### config.mk
export PLATFORM = sky130hd
export DESIGN_NAME = write_arbiter
export DESIGN_NICKNAME = d
export VERILOG_FILES = /design/src/rtl/write_arbiter_pkg.sv /design/src/rtl/addr_decode.sv /design/src/rtl/write_id_tracker.sv /design/src/rtl/write_arbiter.sv
export SDC_FILE = /design/constraint.sdc
export NUM_CORES = 1
export LEC_CHECK = 0
export BUFFER_PORTS_ARGS = -buffer_cell sky130_fd_sc_hd__buf_2
export CORE_ASPECT_RATIO = 0.75
export CORE_MARGIN = 4
export CORE_UTILIZATION = 35
export DETAILED_ROUTE_END_ITERATION = 8
export PLACE_DENSITY = 0.74
export SLEW_MARGIN = 20
export SYNTH_ARGS = -nofsm -noshare
export SYNTH_HDL_FRONTEND = slang
export SYNTH_SLANG_ARGS = --single-unit
### constraint.sdc
create_clock -name clk -period 2.8 [get_ports clk]
set_clock_uncertainty 0.15 [all_clocks]
set_input_delay 0.7 -clock clk [delete_from_list [all_inputs] [get_ports clk]]
set_output_delay 0.7 -clock clk [all_outputs]
set_load 0.01 [all_outputs]
### src/rtl/write_arbiter_pkg.sv
// Shared encodings and width helpers for the write-side arbiter.
package write_arbiter_pkg;

  // AW/W channel sequencer states
  localparam logic [1:0] AW_IDLE  = 2'd0;
  localparam logic [1:0] AWREG    = 2'd1;
  localparam logic [1:0] AW_ALLOW = 2'd2;
  localparam logic [1:0] W_ALLOW  = 2'd3;

  // B channel sequencer states
  localparam logic [1:0] B_IDLE  = 2'd0;
  localparam logic [1:0] B_UNREG = 2'd1;
  localparam logic [1:0] B_ALLOW = 2'd2;

  // Index width for n items, never narrower than one bit
  function automatic int idx_width(input int n);
    return (n > 1) ? $clog2(n) : 1;
  endfunction

  // Number of tracker entries for m masters with n IDs each
  function automatic int entry_count(input int m, input int n);
    return m * n;
  endfunction

endpackage

### src/rtl/addr_decode.sv
// Maps an address onto a slave index: (addr / SLICE_SIZE) mod S.
module addr_decode
  import write_arbiter_pkg::*;
#(
  parameter int          ADDR_WIDTH = 32,
  parameter logic [31:0] SLICE_SIZE = 32'h00010000,
  parameter int          S          = 2,
  localparam int         SW         = idx_width(S)
) (
  input  logic [ADDR_WIDTH-1:0] addr,
  output logic [SW-1:0]         sel
);

  // S is a power of two, so the modulo keeps the low slice-index bits
  assign sel = SW'((addr / ADDR_WIDTH'(SLICE_SIZE)) % ADDR_WIDTH'(S));

endmodule

### src/rtl/write_id_tracker.sv
// Outstanding write tracker: one {valid, slave} entry per master/ID pair.
module write_id_tracker
  import write_arbiter_pkg::*;
#(
  parameter int  M                     = 2,
  parameter int  NUM_OUTSTANDING_TRANS = 2,
  parameter int  SW                    = 1,
  localparam int MW                    = idx_width(M),
  localparam int IDW                   = idx_width(NUM_OUTSTANDING_TRANS),
  localparam int E                     = entry_count(M, NUM_OUTSTANDING_TRANS)
) (
  input  logic           clk,
  input  logic           clr,
  input  logic           set_en,
  input  logic [MW-1:0]  set_master,
  input  logic [IDW-1:0] set_id,
  input  logic [SW-1:0]  set_slave,
  input  logic           clear_en,
  input  logic [MW-1:0]  clear_master,
  input  logic [IDW-1:0] clear_id,
  output logic [E-1:0]   valid,
  output logic [SW-1:0]  slave [E]
);

  logic [MW+IDW-1:0] set_idx;
  logic [MW+IDW-1:0] clear_idx;

  assign set_idx   = {set_master, set_id};
  assign clear_idx = {clear_master, clear_id};

  // Entry update; the set is written last so it wins a same-entry collision
  always_ff @(posedge clk or posedge clr) begin
    if (clr) begin
      valid <= '0;
      for (int e = 0; e < E; e++) slave[e] <= '0;
    end else begin
      if (clear_en) valid[clear_idx] <= 1'b0;
      if (set_en) begin
        valid[set_idx] <= 1'b1;
        slave[set_idx] <= set_slave;
      end
    end
  end

endmodule

### src/rtl/write_arbiter.sv
// Write-side arbiter: round-robin AW with W locked to the AW winner until
// its last beat, and round-robin B responses validated against a tracker.
module write_arbiter
  import write_arbiter_pkg::*;
#(
  parameter int          M                     = 2,
  parameter int          S                     = 2,
  parameter int          NUM_OUTSTANDING_TRANS = 2,
  parameter int          ADDR_WIDTH            = 32,
  parameter logic [31:0] SLICE_SIZE            = 32'h00010000,
  localparam int         MW                    = idx_width(M),
  localparam int         SW                    = idx_width(S),
  localparam int         IDW                   = idx_width(NUM_OUTSTANDING_TRANS),
  localparam int         E                     = entry_count(M, NUM_OUTSTANDING_TRANS)
) (
  input  logic                    clk,
  input  logic                    clr,
  input  logic [M-1:0]            AW_request_f,
  input  logic [M*ADDR_WIDTH-1:0] AW_addr_f,
  input  logic [M*IDW-1:0]        AW_id_f,
  input  logic [S-1:0]            AW_finish_f,
  output logic [M-1:0]            AW_grant_f,
  output logic [M*SW-1:0]         AW_sel_f,
  input  logic [M-1:0]            W_last_f,
  output logic [M-1:0]            W_grant_f,
  output logic [SW-1:0]           W_sel_f,
  input  logic [S-1:0]            B_request_f,
  input  logic [S*(MW+IDW)-1:0]   B_id_f,
  input  logic [S-1:0]            B_finish_f,
  output logic [S-1:0]            B_grant_f,
  output logic [S*MW-1:0]         B_sel_f
);

  logic [1:0]        aw_state;
  logic [MW-1:0]     aw_sender;
  logic [SW-1:0]     aw_slave;
  logic [1:0]        b_state;
  logic [SW-1:0]     b_sender;
  logic [MW-1:0]     b_master;
  logic [IDW-1:0]    b_tid;

  logic [E-1:0]      trk_valid;
  logic [SW-1:0]     trk_slave [E];

  logic [IDW-1:0]    aw_id_cur;
  logic [SW-1:0]     aw_sel_cur;
  logic [MW+IDW-1:0] aw_idx;
  logic [MW+IDW-1:0] b_id_cur;
  logic              b_hit;

  for (genvar g = 0; g < M; g++) begin : g_dec
    addr_decode #(
      .ADDR_WIDTH (ADDR_WIDTH),
      .SLICE_SIZE (SLICE_SIZE),
      .S          (S)
    ) u_dec (
      .addr (AW_addr_f[g*ADDR_WIDTH +: ADDR_WIDTH]),
      .sel  (AW_sel_f[g*SW +: SW])
    );
  end

  // The routed master is carried in the upper bits of each slave's B ID
  for (genvar j = 0; j < S; j++) begin : g_bsel
    assign B_sel_f[j*MW +: MW] = B_id_f[j*(MW+IDW)+IDW +: MW];
  end

  assign aw_id_cur  = AW_id_f[aw_sender*IDW +: IDW];
  assign aw_sel_cur = AW_sel_f[aw_sender*SW +: SW];
  assign aw_idx     = {aw_sender, aw_id_cur};
  assign b_id_cur   = B_id_f[b_sender*(MW+IDW) +: MW+IDW];
  assign b_hit      = B_request_f[b_sender] && trk_valid[b_id_cur] &&
                      (trk_slave[b_id_cur] == b_sender);

  write_id_tracker #(
    .M                     (M),
    .NUM_OUTSTANDING_TRANS (NUM_OUTSTANDING_TRANS),
    .SW                    (SW)
  ) u_tracker (
    .clk          (clk),
    .clr          (clr),
    .set_en       (aw_state == AWREG),
    .set_master   (aw_sender),
    .set_id       (aw_id_cur),
    .set_slave    (aw_sel_cur),
    .clear_en     (b_state == B_UNREG),
    .clear_master (b_master),
    .clear_id     (b_tid),
    .valid        (trk_valid),
    .slave        (trk_slave)
  );

  // AW/W sequencer: pick a master with a free ID, then hold it through its W burst
  always_ff @(posedge clk or posedge clr) begin
    if (clr) begin
      aw_state  <= AW_IDLE;
      aw_sender <= '0;
      aw_slave  <= '0;
    end else begin
      case (aw_state)
        AW_IDLE: begin
          if (AW_request_f[aw_sender] && !trk_valid[aw_idx]) aw_state <= AWREG;
          else aw_sender <= aw_sender + 1'b1;
        end
        AWREG: begin
          aw_slave <= aw_sel_cur;
          aw_state <= AW_ALLOW;
        end
        AW_ALLOW: begin
          if (AW_finish_f[aw_slave]) aw_state <= W_ALLOW;
        end
        W_ALLOW: begin
          if (W_last_f[aw_sender]) begin
            aw_state  <= AW_IDLE;
            aw_sender <= aw_sender + 1'b1;
          end
        end
        default: aw_state <= AW_IDLE;
      endcase
    end
  end

  // B sequencer: accept only responses that match an outstanding entry from this slave
  always_ff @(posedge clk or posedge clr) begin
    if (clr) begin
      b_state  <= B_IDLE;
      b_sender <= '0;
      b_master <= '0;
      b_tid    <= '0;
    end else begin
      case (b_state)
        B_IDLE: begin
          if (b_hit) begin
            b_state  <= B_UNREG;
            b_master <= b_id_cur[MW+IDW-1:IDW];
            b_tid    <= b_id_cur[IDW-1:0];
          end else begin
            b_sender <= b_sender + 1'b1;
          end
        end
        B_UNREG: b_state <= B_ALLOW;
        B_ALLOW: begin
          if (B_finish_f[b_sender]) begin
            b_state  <= B_IDLE;
            b_sender <= b_sender + 1'b1;
          end
        end
        default: b_state <= B_IDLE;
      endcase
    end
  end

  // Grant decode from the sequencer states; everything else stays low
  always_comb begin
    AW_grant_f = '0;
    W_grant_f  = '0;
    W_sel_f    = '0;
    B_grant_f  = '0;
    if (aw_state == AW_ALLOW) AW_grant_f[aw_sender] = 1'b1;
    if (aw_state == W_ALLOW) begin
      W_grant_f[aw_sender] = 1'b1;
      W_sel_f              = aw_slave;
    end
    if (b_state == B_ALLOW) B_grant_f[b_sender] = 1'b1;
  end

endmodule

==> results.md, run 1 <==
- Status: complete, no violations
- Setup bufs post-CTS: 0
- Placed Cells: 176
- Max clock buf depth: 2
- Syn nets: 200
- Row count: 17
- DP Wirelength: 2.08 mm
- Min-delay worst type: reg2reg
- Via count of the first global-routing pass: 938
- Top Ports: 93
- Final Critical Period: 2.38 ns
- Critical Path Max Stage Delay: 0.58 ns
- Least-Margin Pin Slew: 0.665 ns
- WP buf/inv: 0
- RSZ-0062 raised after global routing: false
- CP required: 2.79 ns
- Synthesis Warnings: 0
- CP max FO: 7
- Antenna cell count: 0
- Crit end category: flip-flop
- DIE AREA: 4230 um^2
- Pleak: 0.654 nW
- DR WL/cell: 14.4 um
- Drt drc: 0
- Clock sink count: 17
- DRT Pass-1 Iters: 4
- Number of routed nets with antenna violations: 0
- Dominant cells by area after synthesis: dfrtp_1, mux2_2, mux2i_1
- Pwr dens: 1080 nW/um^2
- First-pass GRT wire length: 4.20 mm
- Post-CTS sizing: 0
- Clk slew on worst S/H paths: 0.07 ns
- Critical path type: reg2reg
- Initial antenna violation count: 0
- Iter 0 DRT Violations: 35
- Final setup viols: 0
- Share of cells above drive strength 1: 35.2%
- Die Wd: 73.8 um
- Worst EP arrival: 2.38 ns
- Setup TNS: 0 ns
- Seq cells post-synth: 17
- Nets: 230
- Via/cell ratio: 5.23
- Slew HR: 55.6%
- Clock Tree Root: clkbuf_8
- Critical-path top delay cell: mux4_2
- Hold_buf cts: 0
- CTS tree: built
- Total power: 1.44 mW
- Die Y: 57.4 um
- Yosys top cell area share: 37.4%
- Layout area overhead: 18.0%
- Max-slew violation count: 0
- Total Wirelength: 2.59 mm
- Final hold violations: 0
- PortBufs: 30
- Tot GR Track Use: 12.9%
- Starting Density: 37.7%
- Syn Inst Count: 113
- H-tree levels: 1
- Post-synthesis sequential area ratio: 37.4%
- GRT overflow: 0
- Max Fclk: 420 MHz
- Final cell count without fillers: 180
- Clk_lat worst skew: 0.26 ns
- Distinct cells, synth: 34
- Largest net degree at the start of global routing: 18
- CTS buffer count: 3
- Cell area after synthesis: 1140 um^2
- Vias after detailed routing: 942
- CP Cell Sequence: mux2i_1 > mux4_2 > xnor2_1 > o21ai_2 > mux2_4
- Critical path startpoint category: flip-flop
- Gpl congestion: 0.842
- Area leader, netlist: dfrtp_1
- DP Area: 1300 um^2
- Tcrit/Tclk final: 85.1%
- Worst vdd ir: 267 uV
- Cell area after layout: 1340 um^2
- Max cap viols: 0
- Core Region: 3020 um^2
- CP top delay family: multiplexers
- Mean Syn Cell Area: 10.1 um^2
## cells by family (layout without fill, tap and decap cells)
group | after synthesis | after routing | share of synthesized area [%]
AO/OA/AOI/OAI | 23 | 23 | 14.7
XOR/XNOR | 1 | 1 | 0.770
adder cells (fa/ha/maj) | 5 | 5 | 5.50
buffers and inverters | 14 | 43 | 6.60
flip-flops | 17 | 17 | 37.4
multiplexers | 18 | 18 | 18.4
AND/OR/NAND/NOR | 35 | 35 | 16.6
## registers in the layout, indices dropped and copies added (netlist names), 2 cells and up
| name | cells |
|---|---|
| b_state | 2 |
| aw_state | 2 |
| u_tracker.slave | 4 |
| u_tracker.valid | 4 |
## cells in the mapped netlist
master     instances
nand3_1            1
o21ai_0            7
nand2_1            9
mux2_1             1
and3_2             1
nor2b_1            1
and2_1             3
nor2_1             6
dfrtp_1           17
or3_4              1
buf_4              4
a21oi_1            6
a2111oi_4          1
o21ba_2            1
nand2b_1           5
a211oi_1           1
xnor2_1            1
mux2i_1            7
o31ai_1            2
clkbuf_1           1
buf_6              1
nand3b_1           4
o32a_1             1
o221ai_1           1
nor3b_1            1
mux4_2             1
mux2_2             8
ha_1               5
inv_1              8
o21ai_2            1
o22ai_1            1
mux2_4             1
nor3_1             3
a21o_2             1
## worst reg2reg max path: stages, from the launching register on
cell     delay, ns
dfrtp_1       0.49
mux2i_1       0.41
mux4_2        0.58
xnor2_1       0.21
o21ai_2       0.12
mux2_4        0.32
## layer usage
metal | track usage, % | routed length [um] | up-vias
li1 | - | - | 452
met1 | 15.1 | 1140 | 457
met2 | 22.6 | 1310 | 27
met3 | 3.17 | 99 | 6
met4 | 4.91 | 40 | 0
met5 | 0 | 0 | -
## final cells by class
| cell class | instances | area (um^2) |
|---|---|---|
| Clock buffer | 4 | 45.0 |
| Fill cell | 307 | 1680 |
| Inverter | 8 | 30.0 |
| Multi-Input combinational cell | 82 | 637 |
| Sequential cell | 17 | 425 |
| Tap cell | 38 | 47.5 |
| Timing Repair Buffer | 31 | 158 |
## final timing paths
check                                          startpoint                        endpoint  slack, ns  depth (start not counted)
setup / recovery                     b_sender$_DFFE_PP0P_               b_tid$_DFFE_PP0P_       0.42                          5
hold / removal             u_tracker.slave[2]$_DFFE_PP0P_  u_tracker.slave[2]$_DFFE_PP0P_       0.36                          1
setup reg to reg                     b_sender$_DFFE_PP0P_               b_tid$_DFFE_PP0P_       0.42                          5
hold reg to reg            u_tracker.slave[2]$_DFFE_PP0P_  u_tracker.slave[2]$_DFFE_PP0P_       0.36                          1
max in group asynchronous                             clr  u_tracker.slave[0]$_DFFE_PP0P_       1.69                          2
min in group asynchronous                             clr               b_tid$_DFFE_PP0P_       0.38                          2
## layout by cell type, fill, tap and decap left out, types with 4 or more instances in the layout
cell type and n:
mux2i_1 7, a21oi_1 6, nand2b_1 5, dfrtp_1 17
ha_1 5, nor2_1 6, mux2_2 8, buf_2 30
nand2_1 9, inv_1 8, o21ai_0 7, nand3b_1 4
## where the power goes
part           switching, mW  internal (mW)
logic                  0.364          0.387
clock network         0.0830          0.101
registers              0.140          0.369
## metrics by stage
step / worst slack (ns) / hold WS (ns) / utilization [%]
floorplan: 0.516 / 0.324 / -
global placement: 0.244 / 0.339 / 43.0
detailed placement: 0.159 / 0.344 / 43.0
CTS: 0.411 / 0.358 / 44.4
global route: 0.258 / 0.381 / 44.4
finish: 0.418 / 0.357 / 44.4
Power figures use the tool's default switching activity.
==> run 2: changes to the inputs <==
- ABC_CLOCK_PERIOD_IN_PS: unset -> 2800
- CORE_UTILIZATION: 35 -> 39
- PLACE_DENSITY: 0.74 -> 0.82
==> run 2 against run 1 <==
Critical path depth grew 1. Combinational power grew 3.2%. Core utilization grew 5.2 points. Register-to-register slack gained 0.13 ns. Wire length grew 1.4%. Critical path type is now in2reg. Critical endpoint unchanged.
==> results.md, run 2 (synthesis results as in run 1) <==
- Tot GR Track Use: 14.9%
- Clock sink count: 17
- Net Sw Power: 0.603 mW
- Tcrit/Tclk final: 83.7%
- PortBufs: 30
- Final setup viols: 0
- Critical path startpoint category: input pin
- Largest net degree at the start of global routing: 18
- Layout area overhead: 17.9%
- Max clock buf depth: 2
- Crit end category: flip-flop
- First-pass GRT wire length: 4.33 mm
- DP Wirelength: 2.11 mm
- Gpl congestion: 0.822
- Drt drc: 0
- Starting Density: 42.1%
- Share of cells above drive strength 1: 35.9%
- Via count of the first global-routing pass: 892
- Row count: 16
- Initial antenna violation count: 0
- Worst vdd ir: 585 uV
- Clock Tree Root: clkbuf_8
- CP Cell Sequence: buf_2 > mux2i_1 > mux4_2 > xnor2_1 > o21ai_2 > mux2_4
- Via/cell ratio: 5.16
- Setup bufs post-CTS: 0
- Clk_lat worst skew: 0.26 ns
- DR WL/cell: 14.8 um
- Multi-input logic area: 637 um^2
- CP required: 2.80 ns
- Worst R2R Path Depth: 6
- Biggest regs: u_tracker.slave (4), u_tracker.valid (4)
- Setup TNS: 0 ns
- Status: complete, no violations
- Pleak: 0.657 nW
- CTS buffer count: 3
- Fillers: 251
- R2R Setup Slk: 0.55 ns
- Sequential power share: 34.1%
- Critical-path top delay cell: mux4_2
- Clk pwr share: 12.8%
- CP endpoint: b_tid$_DFFE_PP0P_
- Antenna cell count: 0
- Cell Int Power: 0.856 mW
- Post-CTS sizing: 0
- Core Region: 2700 um^2
- Vias after detailed routing: 918
- RSZ-0062 raised after global routing: false
- Iter 0 DRT Violations: 50
- Crit path launch: B_id_f[2]
- DIE AREA: 3850 um^2
- Total power: 1.46 mW
- Max Fclk: 427 MHz
- Sw frac: 41.3%
- Die Wd: 70.4 um
- H-tree levels: 1
- Placed Cells: 174
- Nets: 230
- R2r startpoint: b_sender$_DFFE_PP0P_
- Final cell count without fillers: 178
- Least-Margin Pin Slew: 0.633 ns
- Top Ports: 93
- Die Y: 54.8 um
- Clk slew on worst S/H paths: 0.07 ns
- DRT Pass-1 Iters: 4
- Final hold violations: 0
- Final Critical Period: 2.34 ns
- Critical Path Max Stage Delay: 0.58 ns
- Min-delay worst type: in2async
- Slew HR: 57.7%
- CP max FO: 4
- Number of routed nets with antenna violations: 0
- Pwr dens: 1090 nW/um^2
- Worst EP arrival: 2.34 ns
- Total Wirelength: 2.63 mm
- Comb pwr share: 53.1%
- CTS tree: built
- Commonest non-fill, non-tap cells in the layout: buf_2, dfrtp_1, nand2_1
- Reg2reg end: b_tid$_DFFE_PP0P_
- Hold_buf cts: 0
- Max-slew violation count: 0
- Register area: 425 um^2
- Max cap viols: 0
- Commonest non-fill, non-tap cell in the layout: buf_2
- GRT overflow: 0
- Critical path type: in2reg
[run 2: cell count changes in the layout (fill, tap and decap cells not counted), sizes merged]
cell | previous run | this run
clkbuf | 4 | 3
clkinv | 0 | 1
[run 2: metal layers]
metal  GRT usage [%]  up-vias  part of all wire [%]
met3            3.49        0                   5.9
met1            18.7      440                    47
met4            1.91        0                     0
li1                -      449                     -
met5               0        -                     0
met2            27.2       29                    47
[run 2: worst max-delay path: cells and delay by family]
kind	cells	cell delay, ns
mux	3	1.18
buf+inv	1	0.12
xor+xnor	1	0.21
compound gates	1	0.12
[run 2: final cells by class]
type	instances	area share (%)
well taps	36	3.36
multi-input cells	82	47.5
repair buffers	31	11.8
clock buffers	3	3.08
flip-flops and latches	17	31.7
inverters	8	2.24
clock inverters	1	0.373
[run 2: per-stage QoR]
step	utilization (%)	hold WS, ns	instance area (um^2)	setup WS, ns
3_3_place_gp	47.9	0.337	1290	0.249
3_5_place_dp	47.9	0.349	1290	0.212
5_1_grt	49.6	0.366	1340	0.395
4_1_cts	49.6	0.363	1340	0.444
6_report	49.6	0.364	1340	0.457
2_1_floorplan	-	0.324	1140	0.516
[run 2: worst min path at each step]
stage	endpoint	slack, ns	startpoint	cells past startpoint
detailed placement	u_tracker.slave[0]$_DFFE_PP0P_	0.35	u_tracker.slave[0]$_DFFE_PP0P_	1
finish	b_sender$_DFFE_PP0P_	0.36	clr	2
CTS	u_tracker.slave[0]$_DFFE_PP0P_	0.36	u_tracker.slave[0]$_DFFE_PP0P_	1
floorplan	u_tracker.slave[2]$_DFFE_PP0P_	0.32	u_tracker.slave[2]$_DFFE_PP0P_	1
global placement	u_tracker.slave[0]$_DFFE_PP0P_	0.34	u_tracker.slave[0]$_DFFE_PP0P_	1
global route	u_tracker.slave[0]$_DFFE_PP0P_	0.37	u_tracker.slave[0]$_DFFE_PP0P_	1
[run 2: power by group through the flow]
| stage | clock network, mW | registers [mW] | logic (mW) |
|---|---|---|---|
| after global routing | 0.202 | 0.514 | 0.863 |
| after CTS | 0.188 | 0.493 | 0.782 |
| final | 0.187 | 0.497 | 0.775 |
| after detailed placement | 0 | 0.496 | 0.772 |
| after global placement | 0 | 0.484 | 0.728 |
| after floorplan | 0 | 0.454 | 0.620 |
==> run 3: changes to the inputs <==
- ABC_AREA: unset -> 1
- ABC_CLOCK_PERIOD_IN_PS: 2800 -> 2000
- CORE_UTILIZATION: 39 -> 36
- PLACE_DENSITY: 0.82 -> 0.77
- clock period: 2.8 -> 2 ns (I/O delays scaled with it)
==> run 3 against run 2 <==
Area after synthesis up 10%. Critical path depth down 1. Total power up 47%. Core utilization shrank 5.5 points. Global-route usage is 3.1 points lower. Non-clock buffer count did not move. Sequential cell count is the same.
==> results.md, run 3 <==
- Drt drc: 0
- Top_reg_cell synth: dfrtp_1
- Post-layout util: 44.1%
- Clock Tree Root: clkbuf_8
- Worst vdd ir: 517 uV
- Clk_lat worst skew: 0.25 ns
- Share of cells above drive strength 1: 29.8%
- Syn nets: 256
- Setup bufs post-CTS: 0
- Biggest regs: u_tracker.slave (4), u_tracker.valid (4)
- DP Area: 1420 um^2
- Final cell count without fillers: 238
- Nets: 286
- Yosys top cell area share: 33.9%
- Initial antenna violation count: 0
- Min-delay worst type: in2async
- Tcrit/Tclk final: 95.6%
- Die Wd: 76.1 um
- Ys async rst share: 100%
- Pwr dens: 1470 nW/um^2
- Max-slew violation count: 0
- Pre-CTS setup slack: 0.361 ns
- Number of routed nets with antenna violations: 0
- PortBufs: 30
- Final setup viols: 0
- M2 GR Usage: 19.6%
- R2R Setup Slk: 0.36 ns
- Total Wirelength: 2.55 mm
- Iter 0 DRT Violations: 47
- M1 GR Usage: 14.9%
- Distinct cells, synth: 25
- Layout area overhead: 16.5%
- Clk slew on worst S/H paths: 0.06 ns
- Clock sink count: 17
- Crit end category: output port
- Seq cells post-synth: 17
- Final worst slack: 0.0887 ns
- Synthesis Warnings: 0
- Syn Inst Count: 169
- Tot GR Track Use: 11.8%
- Core Region: 3310 um^2
- Worst R2R Path Depth: 9
- GR peak layer: met2
- Commonest non-fill, non-tap cells in the layout: nand2_1, buf_2, inv_1
- Grt met3 use: 4.56%
- Cell area after layout: 1460 um^2
- RSZ-0062 raised after global routing: false
- Post-CTS sizing: 0
- R2r startpoint: b_sender$_DFFE_PP0P_
- Final hold violations: 0
- Critical path type: reg2out
- Post-synthesis sequential area ratio: 33.9%
- First-pass GRT wire length: 4.33 mm
- CP endpoint: AW_grant_f[0]
- CTS buffer count: 3
- EDFF count, synth: 0
- Die Y: 59.1 um
- Critical path startpoint category: flip-flop
- Setup TNS: 0 ns
- Vias after detailed routing: 1,098
- DR WL/cell: 10.7 um
- Hold_buf cts: 0
- Max cap viols: 0
- Row count: 18
- DRT Pass-1 Iters: 4
- Commonest non-fill, non-tap cell in the layout: nand2_1
- Crit path launch: aw_state[0]$_DFFE_PP0P_
- CP max FO: 4
- Max clock buf depth: 2
- CTS tree: built
- Status: complete, no violations
- Final hold slack: 0.176 ns
- CP required: 1.35 ns
- Final Critical Period: 1.91 ns
- DP Wirelength: 2.07 mm
- Placed Cells: 234
- Cell area after synthesis: 1250 um^2
- Gpl congestion: 0.785
- Top-count cell post-synth: nand2_1
- Total power: 2.14 mW
- DIE AREA: 4500 um^2
- Via/cell ratio: 4.61
- Slew HR: 56.6%
- Area leader, netlist: dfrtp_1
- Mean Syn Cell Area: 7.42 um^2
- Max Fclk: 523 MHz
- H-tree levels: 1
- GRT overflow: 0
- Worst EP arrival: 1.26 ns
- Reg2reg end: b_sender$_DFFE_PP0P_
- Via count of the first global-routing pass: 1,037
- Dominant cells by area after synthesis: dfrtp_1, nand2_1, inv_1
- Top Ports: 93
- Largest net degree at the start of global routing: 18
- Pleak: 0.801 nW
- Starting Density: 37.9%
- Synth top cells by count: nand2_1, inv_1, nand3_1
- Least-Margin Pin Slew: 0.650 ns
- Antenna cell count: 0
-- run 3: worst max-delay path, stage by stage (launching register included) --
cell and delay [ns]:
dfrtp_1 0.42, inv_1 0.12, ha_1 0.22, inv_1 0.05, nor2_1 0.07, buf_2 0.14
-- run 3: area by class of cell --
class / instances / area [um^2]
repair buffers: 31 / 158
fillers: 341 / 1850
well taps: 40 / 50.0
inverters: 30 / 115
multi-input cells: 116 / 667
flip-flops and latches: 17 / 425
clock buffers: 4 / 45.0
-- run 3: logic make-up after synthesis --
kind of cell,Yosys count,synth area share [%]
buffers and inverters,36,12.9
adder cells (fa/ha/maj),5,4.99
AND/OR/NAND/NOR,87,38.2
AO/OA/AOI/OAI,24,9.98
flip-flops,17,33.9
-- run 3: worst min-delay path by stage --
stage | from | to | depth (start not counted)
finish | clr | b_state[0]$_DFFE_PP0P_ | 2
global route | clr | u_tracker.valid[3]$_DFF_PP0_ | 2
CTS | clr | b_state[1]$_DFFE_PP0P_ | 2
detailed placement | u_tracker.valid[3]$_DFF_PP0_ | u_tracker.valid[3]$_DFF_PP0_ | 2
global placement | u_tracker.valid[3]$_DFF_PP0_ | u_tracker.valid[3]$_DFF_PP0_ | 2
floorplan | clr | aw_sender$_DFFE_PP0P_ | 1
-- run 3: metal layers --
| layer | vias to the layer above | wire (um) |
|---|---|---|
| li1 | 586 | - |
| met1 | 491 | 1240 |
| met2 | 17 | 1160 |
| met3 | 4 | 134 |
| met4 | 0 | 18 |
| met5 | - | 0 |
-- run 3: power by group --
part / switching, mW / internal (mW)
clock network: 0.112 / 0.141
registers: 0.170 / 0.511
logic: 0.750 / 0.459
